## config.mk

```make
export PLATFORM = sky130hd
export DESIGN_NAME = stack_mem_master_flat
export DESIGN_NICKNAME = d
export VERILOG_FILES = /design/src/rtl/stack_mem_master_if.sv /design/src/rtl/stack_mem_master.sv /design/src/flat_wrapper.sv
export SDC_FILE = /design/constraint.sdc
export NUM_CORES = 1
export LEC_CHECK = 0
export CAP_MARGIN = 10
export CORE_MARGIN = 2
export CORE_UTILIZATION = 49
export DETAILED_ROUTE_END_ITERATION = 6
export PLACE_DENSITY = 0.85
export SLEW_MARGIN = 5
export SYNTH_ARGS = -nofsm -noshare
export SYNTH_HDL_FRONTEND = slang
export SYNTH_SLANG_ARGS = --single-unit
```

## constraint.sdc

```tcl
create_clock -name clk -period 4.9 [get_ports clk]
set_input_delay 1.47 -clock clk [delete_from_list [all_inputs] [get_ports clk]]
set_output_delay 1.47 -clock clk [all_outputs]
set_load 0.05 [all_outputs]
```

## src/rtl/stack_mem_master_if.sv

```systemverilog
// rtl/stack_mem_master_if.sv - command, response and memory bus of the stack memory initiator
// Ports:
//   cmd_valid/cmd_ready/cmd_op/cmd_data   command handshake from the stack controller
//   rsp_valid/rsp_data/rsp_err            one-cycle response pulse, no backpressure
//   mem_we/mem_re/mem_addr/mem_wd/mem_rd  single-port word memory, registered read data
// Modports: master = stack_mem_master side, slave = controller/memory side.
interface stack_mem_master_if #(
  parameter int ADDR_W = 5,
  parameter int DATA_W = 8
);
  logic              cmd_valid;
  logic              cmd_ready;
  logic [1:0]        cmd_op;
  logic [DATA_W-1:0] cmd_data;
  logic              rsp_valid;
  logic [DATA_W-1:0] rsp_data;
  logic              rsp_err;
  logic              mem_we;
  logic              mem_re;
  logic [ADDR_W-1:0] mem_addr;
  logic [DATA_W-1:0] mem_wd;
  logic [DATA_W-1:0] mem_rd;

  modport master (
    input  cmd_valid, cmd_op, cmd_data, mem_rd,
    output cmd_ready, rsp_valid, rsp_data, rsp_err,
    output mem_we, mem_re, mem_addr, mem_wd
  );

  modport slave (
    output cmd_valid, cmd_op, cmd_data, mem_rd,
    input  cmd_ready, rsp_valid, rsp_data, rsp_err,
    input  mem_we, mem_re, mem_addr, mem_wd
  );
endinterface

```

## src/rtl/stack_mem_master.sv

```systemverilog
// rtl/stack_mem_master.sv - stack pointer keeper turning PUSH/POP/PEEK/CLEAR into memory accesses
// Ports:
//   clk, rst_n        clock, asynchronous active-low reset
//   bus (master)      command/response handshake and memory bus (see stack_mem_master_if)
//   sp                element count 0..DEPTH
//   empty, full       sp==0, sp==DEPTH
// Optional feature: STACK_TOS_CACHE_EN adds a top-of-stack register so POP/PEEK
// of the most recently pushed word answer without a memory read.
module stack_mem_master #(
  parameter int ADDR_W     = 5,
  parameter int DATA_W     = 8,
  parameter int STACK_BASE = 16,
  parameter int DEPTH      = 16,
  parameter int SP_W       = $clog2(DEPTH + 1)
) (
  input  logic                clk,
  input  logic                rst_n,
  stack_mem_master_if.master  bus,
  output logic [SP_W-1:0]     sp,
  output logic                empty,
  output logic                full
);

  typedef enum logic [1:0] {IDLE, WR, RD, CAP} state_t;

  localparam logic [1:0] OP_PUSH  = 2'b00;
  localparam logic [1:0] OP_POP   = 2'b01;
  localparam logic [1:0] OP_PEEK  = 2'b10;
  localparam logic [1:0] OP_CLEAR = 2'b11;

  localparam logic [ADDR_W-1:0] BASE = ADDR_W'(STACK_BASE);

  state_t            state, state_nxt;
  logic [1:0]        op_q;
  logic [DATA_W-1:0] data_q;
  logic              fire;
  logic              is_push, is_read;
  logic              push_err, read_err, cache_hit;

  assign empty = (sp == '0);
  assign full  = (sp == SP_W'(DEPTH));

  assign fire     = bus.cmd_valid & bus.cmd_ready;
  assign is_push  = (bus.cmd_op == OP_PUSH);
  assign is_read  = (bus.cmd_op == OP_POP) | (bus.cmd_op == OP_PEEK);
  assign push_err = is_push & full;
  assign read_err = is_read & empty;

`ifdef STACK_TOS_CACHE_EN
  logic [DATA_W-1:0] tos;
  logic              tos_valid;

  assign cache_hit = is_read & ~empty & tos_valid;

  // tos always mirrors the word at sp-1 while tos_valid is set; any pop
  // exposes an older word we do not hold, so the flag drops.
  always_ff @(posedge clk or negedge rst_n) begin
    if (!rst_n) begin
      tos       <= '0;
      tos_valid <= 1'b0;
    end else if (state == WR) begin
      tos       <= data_q;
      tos_valid <= 1'b1;
    end else if (fire && (bus.cmd_op == OP_CLEAR || (cache_hit && bus.cmd_op == OP_POP))) begin
      tos_valid <= 1'b0;
    end else if (state == CAP && op_q == OP_POP) begin
      tos_valid <= 1'b0;
    end
  end
`else
  assign cache_hit = 1'b0;
`endif

  // State register
  always_ff @(posedge clk or negedge rst_n) begin
    if (!rst_n) state <= IDLE;
    else        state <= state_nxt;
  end

  // Next-state logic; errors, CLEAR and cache hits complete at the accept edge
  always_comb begin
    state_nxt = state;
    case (state)
      IDLE: begin
        if (fire) begin
          if (is_push && !push_err)                   state_nxt = WR;
          else if (is_read && !read_err && !cache_hit) state_nxt = RD;
        end
      end
      WR:      state_nxt = IDLE;
      RD:      state_nxt = CAP;
      CAP:     state_nxt = IDLE;
      default: state_nxt = IDLE;
    endcase
  end

  // Outputs decoded from state only, so reset drops mem_we immediately
  always_comb begin
    bus.cmd_ready = (state == IDLE);
    bus.mem_we    = (state == WR);
    bus.mem_re    = (state == RD);
    bus.mem_addr  = '0;
    bus.mem_wd    = '0;
    if (state == WR) begin
      bus.mem_addr = BASE + ADDR_W'(sp);
      bus.mem_wd   = data_q;
    end else if (state == RD) begin
      bus.mem_addr = BASE + ADDR_W'(sp) - ADDR_W'(1);
    end
  end

  // Datapath: latched command, stack pointer, registered response
  always_ff @(posedge clk or negedge rst_n) begin
    if (!rst_n) begin
      op_q          <= OP_PUSH;
      data_q        <= '0;
      sp            <= '0;
      bus.rsp_valid <= 1'b0;
      bus.rsp_data  <= '0;
      bus.rsp_err   <= 1'b0;
    end else begin
      bus.rsp_valid <= 1'b0;
      case (state)
        IDLE: begin
          if (fire) begin
            op_q   <= bus.cmd_op;
            data_q <= bus.cmd_data;
            if (push_err || read_err) begin
              bus.rsp_valid <= 1'b1;
              bus.rsp_err   <= 1'b1;
              bus.rsp_data  <= '0;
            end else if (bus.cmd_op == OP_CLEAR) begin
              sp            <= '0;
              bus.rsp_valid <= 1'b1;
              bus.rsp_err   <= 1'b0;
              bus.rsp_data  <= '0;
            end
`ifdef STACK_TOS_CACHE_EN
            else if (cache_hit) begin
              bus.rsp_valid <= 1'b1;
              bus.rsp_err   <= 1'b0;
              bus.rsp_data  <= tos;
              if (bus.cmd_op == OP_POP) sp <= sp - SP_W'(1);
            end
`endif
          end
        end
        WR: begin
          sp            <= sp + SP_W'(1);
          bus.rsp_valid <= 1'b1;
          bus.rsp_err   <= 1'b0;
          bus.rsp_data  <= data_q;
        end
        CAP: begin
          bus.rsp_valid <= 1'b1;
          bus.rsp_err   <= 1'b0;
          bus.rsp_data  <= bus.mem_rd;
          if (op_q == OP_POP) sp <= sp - SP_W'(1);
        end
        default: ;
      endcase
    end
  end

endmodule
```

## src/flat_wrapper.sv

```systemverilog
// flat-port wrapper written by rule: the top's interface ports become plain ports
module stack_mem_master_flat 
#(
  parameter int ADDR_W     = 5,
  parameter int DATA_W     = 8,
  parameter int STACK_BASE = 16,
  parameter int DEPTH      = 16,
  parameter int SP_W       = $clog2(DEPTH + 1)
)
  (clk, rst_n, sp, empty, full, bus_cmd_valid, bus_cmd_op, bus_cmd_data, bus_mem_rd, bus_cmd_ready, bus_rsp_valid, bus_rsp_data, bus_rsp_err, bus_mem_we, bus_mem_re, bus_mem_addr, bus_mem_wd);
  stack_mem_master_if #(.ADDR_W(ADDR_W), .DATA_W(DATA_W)) bus_i ();
  input  logic clk;
  input  logic rst_n;
  output logic [SP_W-1:0] sp;
  output logic empty;
  output logic full;
  input wire logic [$bits(bus_i.cmd_valid)-1:0] bus_cmd_valid;
  input wire logic [$bits(bus_i.cmd_op)-1:0] bus_cmd_op;
  input wire logic [$bits(bus_i.cmd_data)-1:0] bus_cmd_data;
  input wire logic [$bits(bus_i.mem_rd)-1:0] bus_mem_rd;
  output wire logic [$bits(bus_i.cmd_ready)-1:0] bus_cmd_ready;
  output wire logic [$bits(bus_i.rsp_valid)-1:0] bus_rsp_valid;
  output wire logic [$bits(bus_i.rsp_data)-1:0] bus_rsp_data;
  output wire logic [$bits(bus_i.rsp_err)-1:0] bus_rsp_err;
  output wire logic [$bits(bus_i.mem_we)-1:0] bus_mem_we;
  output wire logic [$bits(bus_i.mem_re)-1:0] bus_mem_re;
  output wire logic [$bits(bus_i.mem_addr)-1:0] bus_mem_addr;
  output wire logic [$bits(bus_i.mem_wd)-1:0] bus_mem_wd;
  assign bus_i.cmd_valid = bus_cmd_valid;
  assign bus_i.cmd_op = bus_cmd_op;
  assign bus_i.cmd_data = bus_cmd_data;
  assign bus_i.mem_rd = bus_mem_rd;
  assign bus_cmd_ready = bus_i.cmd_ready;
  assign bus_rsp_valid = bus_i.rsp_valid;
  assign bus_rsp_data = bus_i.rsp_data;
  assign bus_rsp_err = bus_i.rsp_err;
  assign bus_mem_we = bus_i.mem_we;
  assign bus_mem_re = bus_i.mem_re;
  assign bus_mem_addr = bus_i.mem_addr;
  assign bus_mem_wd = bus_i.mem_wd;
  stack_mem_master #(.ADDR_W(ADDR_W), .DATA_W(DATA_W), .STACK_BASE(STACK_BASE), .DEPTH(DEPTH), .SP_W(SP_W)) u_core (.clk(clk), .rst_n(rst_n), .bus(bus_i), .sp(sp), .empty(empty), .full(full));
endmodule
```

* Yosys cells after proc, flatten, opt, wreduce, memory -nomap -nowiden
Index checks and enable logic that the tools add are counted.
** Cells by class
- Add/subtract/negate cells :: 4
- Eq/ne operators :: 14
- Mux-type cells :: 24
- Bitwise logic cells :: 4
- Reduce and logical (&&, ||, !) cells :: 16
** Operators by type and width (number)
- 8-bit two-way mux :: 4
- 5-bit two-way mux :: 6
- 8-bit case mux with 3 select lines :: 1
- 5-bit case mux with 3 select lines :: 1
- 5-bit by 1-bit subtractor with 5-bit output (second input constant) :: 2
- 2-bit == test (second input constant) :: 4
- 2-bit by 1-bit == test with 1-bit output (second input constant) :: 3
- 1-bit two-way mux :: 6
- 2-bit two-way mux :: 3
- 2-bit != test (second input constant) :: 3
- 3-bit != test (second input constant) :: 2
- 2-bit case mux with 3 select lines :: 1
- 3-bit AND reduction :: 2
- 5-bit by 1-bit adder with 5-bit output (second input constant) :: 1
- 5-bit adder (first input constant) :: 1
- 5-bit == test (second input constant) :: 1
- 5-bit logical NOT :: 1
- 5-bit AND reduction :: 1
- 2-bit logical NOT :: 2
- 1-bit case mux with 2 select lines :: 2
- 2-bit AND reduction :: 2
- 1-bit bitwise AND :: 3
- 3-bit nonzero test :: 1
- 1-bit logical AND :: 2
- 6 further kinds :: 7
** Storage, ports and cells
- Flip-flop bits (word level) :: 27
- Input port bits :: 21
- Output and inout port bits :: 33
- Logic and storage cells :: 69

* Longest topological paths before layout
Gate-level depths: netlist (run 1).
- Word-level depth :: 9
- Gate-level depth with buffers :: 9
- Mapped depth without buffers :: 7

* Worst setup path after synthesis (run 1)
No wires, ideal clock.
- Kind :: register to output
- Start point :: reg u_core.sp[0]
- End point :: out bus_mem_addr[4]
- Data arrival time :: 2.587 ns
- Required time :: 3.430 ns
- Setup slack :: 0.843 ns
- Cell stages (with the launch flop) :: 6
- Path buffers :: 0
- Cell sequence :: dfrtp_1 -> inv_1 -> ha_1 -> or3b_4 -> a21oi_1 -> o21ai_0
** On the way
- Cells in the longest elaborated chain, start to end :: 4
** Ends and longest elaborated chain
- from (decl) :: line stack_mem_master.sv:19 : output logic [SP_W-1:0] sp,
- from (signal assigned) :: line stack_mem_master.sv:149 : sp <= sp + SP_W'(1);
- from (signal assigned) :: line stack_mem_master.sv:158 : if (op_q == OP_POP) sp <= sp - SP_W'(1);
- 5-bit adder * :: line stack_mem_master.sv:105, stack_mem_master.sv:108
- 5-bit by 1-bit subtractor with 5-bit output :: line stack_mem_master.sv:108 : bus.mem_addr = BASE + ADDR_W'(sp) - ADDR_W'(1);
- 5-bit two-way mux :: line stack_mem_master.sv:107 : end else if (state == RD) begin
- 5-bit two-way mux * :: line stack_mem_master.sv:104 : if (state == WR) begin
- to (decl) :: line flat_wrapper.sv:27 : output wire logic [$bits(bus_i.mem_addr)-1:0] bus_mem_addr;
Mark *: on every way between the ends. The rest lies on a longest branch, timed or not.

* Worst setup path after layout (run 1)
- Start point :: reg u_core.state[1]
- End point :: out bus_mem_addr[4]
** On the way
- Cells in the longest elaborated chain, start to end :: 3
- Elaborated cells on any way between the ends :: 4
- Classes of those cells :: 2 x eq/ne; 2 x mux
** Ends and longest elaborated chain
- from (decl) :: line stack_mem_master.sv:33 : state_t state, state_nxt;
- from (signal assigned) :: line stack_mem_master.sv:77 : else state <= state_nxt;
- 2-bit == test :: line stack_mem_master.sv:107
- 5-bit two-way mux :: line stack_mem_master.sv:107
- 5-bit two-way mux * :: line stack_mem_master.sv:104
Marked as above.

==> results.txt, run 1 <==
Via-per-instance ratio = 5.45
Worst reg2reg path depth = 6
CP Data Required Time = 3.43 ns
CP arrival = 2.68 ns
CTS tree = built
Period utilisation layout = 0.847
Layout area overhead = 33.7%
Distinct cells, synth = 40
Outcome = completed
Layout cells sized above 1 = 0.114
Die height = 61.3 um
H-tree depth = 1
Fin. max-slew vios = 0
DP HPWL = 2670 um
Origin of the critical flop-to-flop path = u_core.state[1]$_DFFE_PN0P_
Filler cells = 236
Cts hold-fix bufs = 0
Syn Nets = 171
Clock Tree Root = clkbuf_4
Syn_area_per_cell = 11.2 sq um
R2r setup slk = 2.46 ns
Minimum clock period = 4.15 ns
Bufs on Longest Clock Path = 2
Row Count = 20
Most frequent cell after synthesis = dfrtp_1
CP peak stage delay = 0.86 ns
Setup tns final = 0 ns
Drt drc = 0
Post-Syn Area = 0.00161 sq mm
First drt pass iteration count = 5
Critical path type = reg2out
Slew headroom = 0.489
Clock latency on the worst-skew pair = 0.31 ns
Routability Congestion = 0.830
Synth area leader = dfrtp_1
Worst-path fanout max = 15
I/O Buffers = 53
CP cell instances = nand2_1, inv_1, a21oi_1, o21ai_0, clkdlybuf4s50_1
Top Ports = 54
Die width = 61.3 um
Worst Hold Class = reg2reg
Nets = 222
Ys flop type = dfrtp_1
Clock sinks = 27
DR WL/cell = 15.0 um
Max Clk Rate = 241 MHz
Critical path capture point type = output pin
Hold Path Depth = 1
Slew @ Worst Pin = 0.766 ns
R2R Path End = u_core.sp[4]$_DFFE_PN0P_
Routed Antenna Nets = 0
Synth top area share = 0.421
Main area contributors after synthesis = dfrtp_1 (42%), mux2_4 (7.5%), mux2i_1 (6.9%), ha_1 (4.7%), o2bb2ai_1 (4.4%)
Tot GR Track Use = 0.208
Vias = 1,291
Initial Util = 0.522
Drt first-iter violations = 64
Synth async-reset ratio = 1.00
Sequential area share after synthesis = 0.421
Post-Syn Instances = 143
Final setup vio count = 0
Post-CTS Setup Bufs = 0
Hold wc startpoint = u_core.bus.rsp_data[5]$_DFFE_PN0P_
Post-synth top cells = dfrtp_1 (27), mux2i_1 (11), inv_1 (10)
Worst-path clk slew = 0.14 ns
Cts bufs inserted = 3
Endpoint, Worst Hold = u_core.bus.rsp_data[5]$_DFFE_PN0P_
Antenna violations before repair = 0
Synth Register Bits = 27
EDFF count, synth = 0
Largest net degree at the start of global routing = 28
Final hold violation count = 0
Number of global-route vias before repair = 1,263
First-pass GRT wire length = 5770 um
Ant. Diodes = 0
CORE AREA = 0.00308 sq mm
Die ar. = 0.00375 sq mm
Kind of start point of the critical path = flop
Synth Warn # = 0
Post-CTS resize count = 0
Max-Cap Viols = 0
Drt total wl = 3560 um
Grt ovf = 0
Worst Clk Skew = 0.00219 ns
CP max-delay cell = dfrtp_1
RSZ-0062 raised after global routing = no
==> critical path, delay by kind of cell (launching register included) <==
kind / cells / cell delay (ns)
AOI/OAI and AO/OA: 2 / 0.25
DFF: 1 / 0.86
and+or+nand+nor: 1 / 0.26
buffers and inverters: 2 / 0.99
==> registers in the layout, indices dropped and copies added (netlist names) <==
name and count:
u_core.bus.rsp_data 8, u_core.bus.rsp_err 1, u_core.bus.rsp_valid 1, u_core.data_q 8
u_core.op_q 2, u_core.sp 5, u_core.state 2
==> how the worst max path moves through the flow <==
stage | start | endpoint | slack, ns | cells past startpoint
final | u_core.state[1]$_DFFE_PN0P_ | bus_mem_addr[4] | 0.75 | 5
after CTS | u_core.state[1]$_DFFE_PN0P_ | bus_mem_addr[4] | 0.72 | 5
after floorplan | u_core.sp[0]$_DFFE_PN0P_ | bus_mem_addr[4] | 0.84 | 5
after global routing | u_core.state[1]$_DFFE_PN0P_ | bus_mem_addr[4] | 0.55 | 5
after global placement | u_core.state[0]$_DFFE_PN0P_ | bus_mem_addr[4] | 1.23 | 7
after detailed placement | u_core.state[1]$_DFFE_PN0P_ | bus_mem_addr[4] | 1.09 | 5
==> layout by cell type, fill, tap and decap left out, types with 2 or more instances in the layout <==
cell / netlist / final
ha_1: 6 / 6
and3_1: 8 / 8
nand2_1: 8 / 8
a21o_1: 2 / 2
o21ai_0: 8 / 8
nor2_1: 4 / 4
xnor2_1: 2 / 2
dfrtp_1: 27 / 27
nand3_1: 3 / 3
a21oi_1: 6 / 6
o2bb2ai_1: 8 / 8
inv_1: 10 / 10
mux2_2: 2 / 2
clkdlybuf4s50_1: 0 / 52
clkbuf_4: 0 / 3
mux2_4: 8 / 8
xor2_1: 2 / 2
mux2i_1: 11 / 11
==> per-stage QoR <==
step                      hold WS (ns)   util  cells  worst slack (ns)  cell area (sq um)
after CTS                        0.514  0.700    237             0.715               2150
after floorplan                  0.473      -    143             0.843               1610
after detailed placement         0.479  0.691    233              1.09               2130
after global routing             0.530  0.698    237             0.550               2150
after global placement           0.483  0.691    233              1.23               2130
final                            0.512  0.698    237             0.748               2150
==> area by class of cell <==
cell class                      instances  area (sq um)  share of cell area
Tap cell                               44          55.1              0.0256
Timing Repair Buffer                   54           533               0.248
Sequential cell                        27           676               0.315
Multi-Input combinational cell         98           821               0.382
Inverter                               10          37.5              0.0175
Clock buffer                            4          26.3              0.0122
==> logic make-up after synthesis <==
| family | synth area share |
|---|---|
| adders and majority gates | 0.0592 |
| muxes | 0.157 |
| and+or+nand+nor | 0.124 |
| buffers and inverters | 0.0685 |
| AOI/OAI and AO/OA | 0.149 |
| DFF | 0.421 |
| xor gates and xnor gates | 0.0218 |
==> layer usage <==
layer,global-route usage,up-vias,routed length (um)
li1,-,615,-
met1,0.269,603,1550
met2,0.368,71,1690
met3,0.0315,2,304
met4,0.0466,0,12
met5,0,-,0
Power of run 1 is left out: the tool's default activity adds up to more than one toggle a clock period on the data nets, which glitch-free logic cannot reach.
==> run 2: changes to the inputs <==
CORE_UTILIZATION = 41   (was 49)
PLACE_DENSITY = 0.76   (was 0.85)
clock period = 3.7 ns   (was 4.9 ns; I/O delays follow)
==> run 2 against run 1 <==
Compared with the run above:
- global-route usage fell by 2.3 points
- flip-flop and latch count is the same
- sequential share of layout area is 0.52 points lower
- count of clock-buffer cells in the layout unchanged
- clock skew hardly changed
- design area rose by 1.7%
==> results.txt, run 2 (same netlist as run 1, synthesis figures left out) <==
Drt total wl = 3660 um
CP Data Required Time = 2.59 ns
Drt first-iter violations = 54
Origin of the critical flop-to-flop path = u_core.state[0]$_DFFE_PN0P_
R2r setup slk = 1.50 ns
Via-per-instance ratio = 5.17
Drt drc = 0
Setup tns final = 0 ns
Bufs on Longest Clock Path = 2
Cts hold-fix bufs = 0
Layout cells sized above 1 = 0.153
Antenna violations before repair = 0
Post-CTS resize count = 0
Hold wc startpoint = u_core.op_q[0]$_DFFE_PN0P_
Layout area overhead = 36.0%
Number of global-route vias before repair = 1,315
Post-CTS Setup Bufs = 0
Max-Cap Viols = 0
Most common cell after layout, fill and taps aside = clkdlybuf4s50_1
RSZ-0062 raised after global routing = no
Worst Clk Skew = 0.00247 ns
Slew headroom = 0.662
Clock Tree Root = clkbuf_8
CORE AREA = 0.00372 sq mm
I/O Buffers = 53
CP peak stage delay = 0.80 ns
Cts bufs inserted = 3
Row Count = 22
Cells after DPL = 240
Filler cells = 339
Routed Antenna Nets = 0
Die width = 66.6 um
Clock latency on the worst-skew pair = 0.26 ns
First drt pass iteration count = 4
Worst-path fanout max = 6
DR WL/cell = 15.0 um
DP HPWL = 2840 um
Fin. max-slew vios = 0
Slew @ Worst Pin = 0.506 ns
CTS tree = built
Top delay family on crit path = buffers and inverters
Tot GR Track Use = 0.184
CP cell instances = inv_1, ha_1, or3b_4, nor2_1, clkdlybuf4s50_1
CP arrival = 2.41 ns
Critical path capture point type = output pin
Die ar. = 0.00443 sq mm
Final setup vio count = 0
R2R Path End = u_core.sp[4]$_DFFE_PN0P_
Grt ovf = 0
Final hold violation count = 0
Ant. Diodes = 0
Crit path launch = u_core.sp[0]$_DFFE_PN0P_
Minimum clock period = 3.52 ns
H-tree depth = 1
Nets = 225
Most frequent cells in the layout = clkdlybuf4s50_1 (47), dfrtp_1 (27), mux2i_1 (11), inv_1 (10), buf_4 (10)
Worst reg2reg path depth = 7
Hold Path Depth = 1
Largest regs = u_core.bus.rsp_data: 8 flops, u_core.data_q: 8 flops, u_core.sp: 5 flops
Design area = 0.00218 sq mm
Largest net degree at the start of global routing = 28
Vias = 1,262
CP max-delay cell = clkdlybuf4s50_1
First-pass GRT wire length = 6190 um
Post-route setup slack = 0.182 ns
Max Clk Rate = 284 MHz
Clock sinks = 27
Worst Hold Class = reg2reg
Initial Util = 0.432
Area after DPL = 0.00214 sq mm
Finished Layout Cells = 244
Outcome = completed
Top Ports = 54
Pre-CTS WS = 0.467 ns
Worst-path clk slew = 0.09 ns
Crit path buffers/inverters = 2
Endpoint, Worst Hold = u_core.op_q[0]$_DFFE_PN0P_
Routability Congestion = 0.834
Critical path type = reg2out
Period utilisation layout = 0.951
Kind of start point of the critical path = flop
Die height = 66.6 um
==> run 2: how the worst max path moves through the flow <==
stage	to	cells after the start
3_3_place_gp	empty	5
4_1_cts	empty	5
5_1_grt	empty	5
2_1_floorplan	bus_mem_addr[4]	5
3_5_place_dp	empty	5
6_report	empty	5
==> run 2: metal layers <==
layer / global-route usage / up-vias / wire length, um
met2: 0.306 / 49 / 1700
met4: 0.0408 / 0 / 14
li1: - / 611 / -
met1: 0.252 / 600 / 1700
met5: 0 / - / 0
met3: 0.0321 / 2 / 247
==> run 2: area by class of cell <==
cell class / instances / area, sq um / area share
Multi-Input combinational cell: 98 / 821 / 0.376
Sequential cell: 27 / 676 / 0.309
Timing Repair Buffer: 57 / 546 / 0.250
Tap cell: 48 / 60.1 / 0.0275
Clock buffer: 4 / 45.0 / 0.0206
Inverter: 10 / 37.5 / 0.0172
==> run 2: per-stage QoR <==
step	hold WS [ns]	util
final	0.508	0.588
after global routing	0.520	0.588
after CTS	0.511	0.588
after detailed placement	0.484	0.576
after global placement	0.477	0.576
after floorplan	0.473	-
Power of run 2 is left out for the same reason.
==> run 3: changes to the inputs <==
TNS_END_PERCENT = 100   (was not set)
==> results of run 3 <==
The final DEF is identical to that of run 2; final timing and power are the same.
Power of run 3 is left out for the same reason.
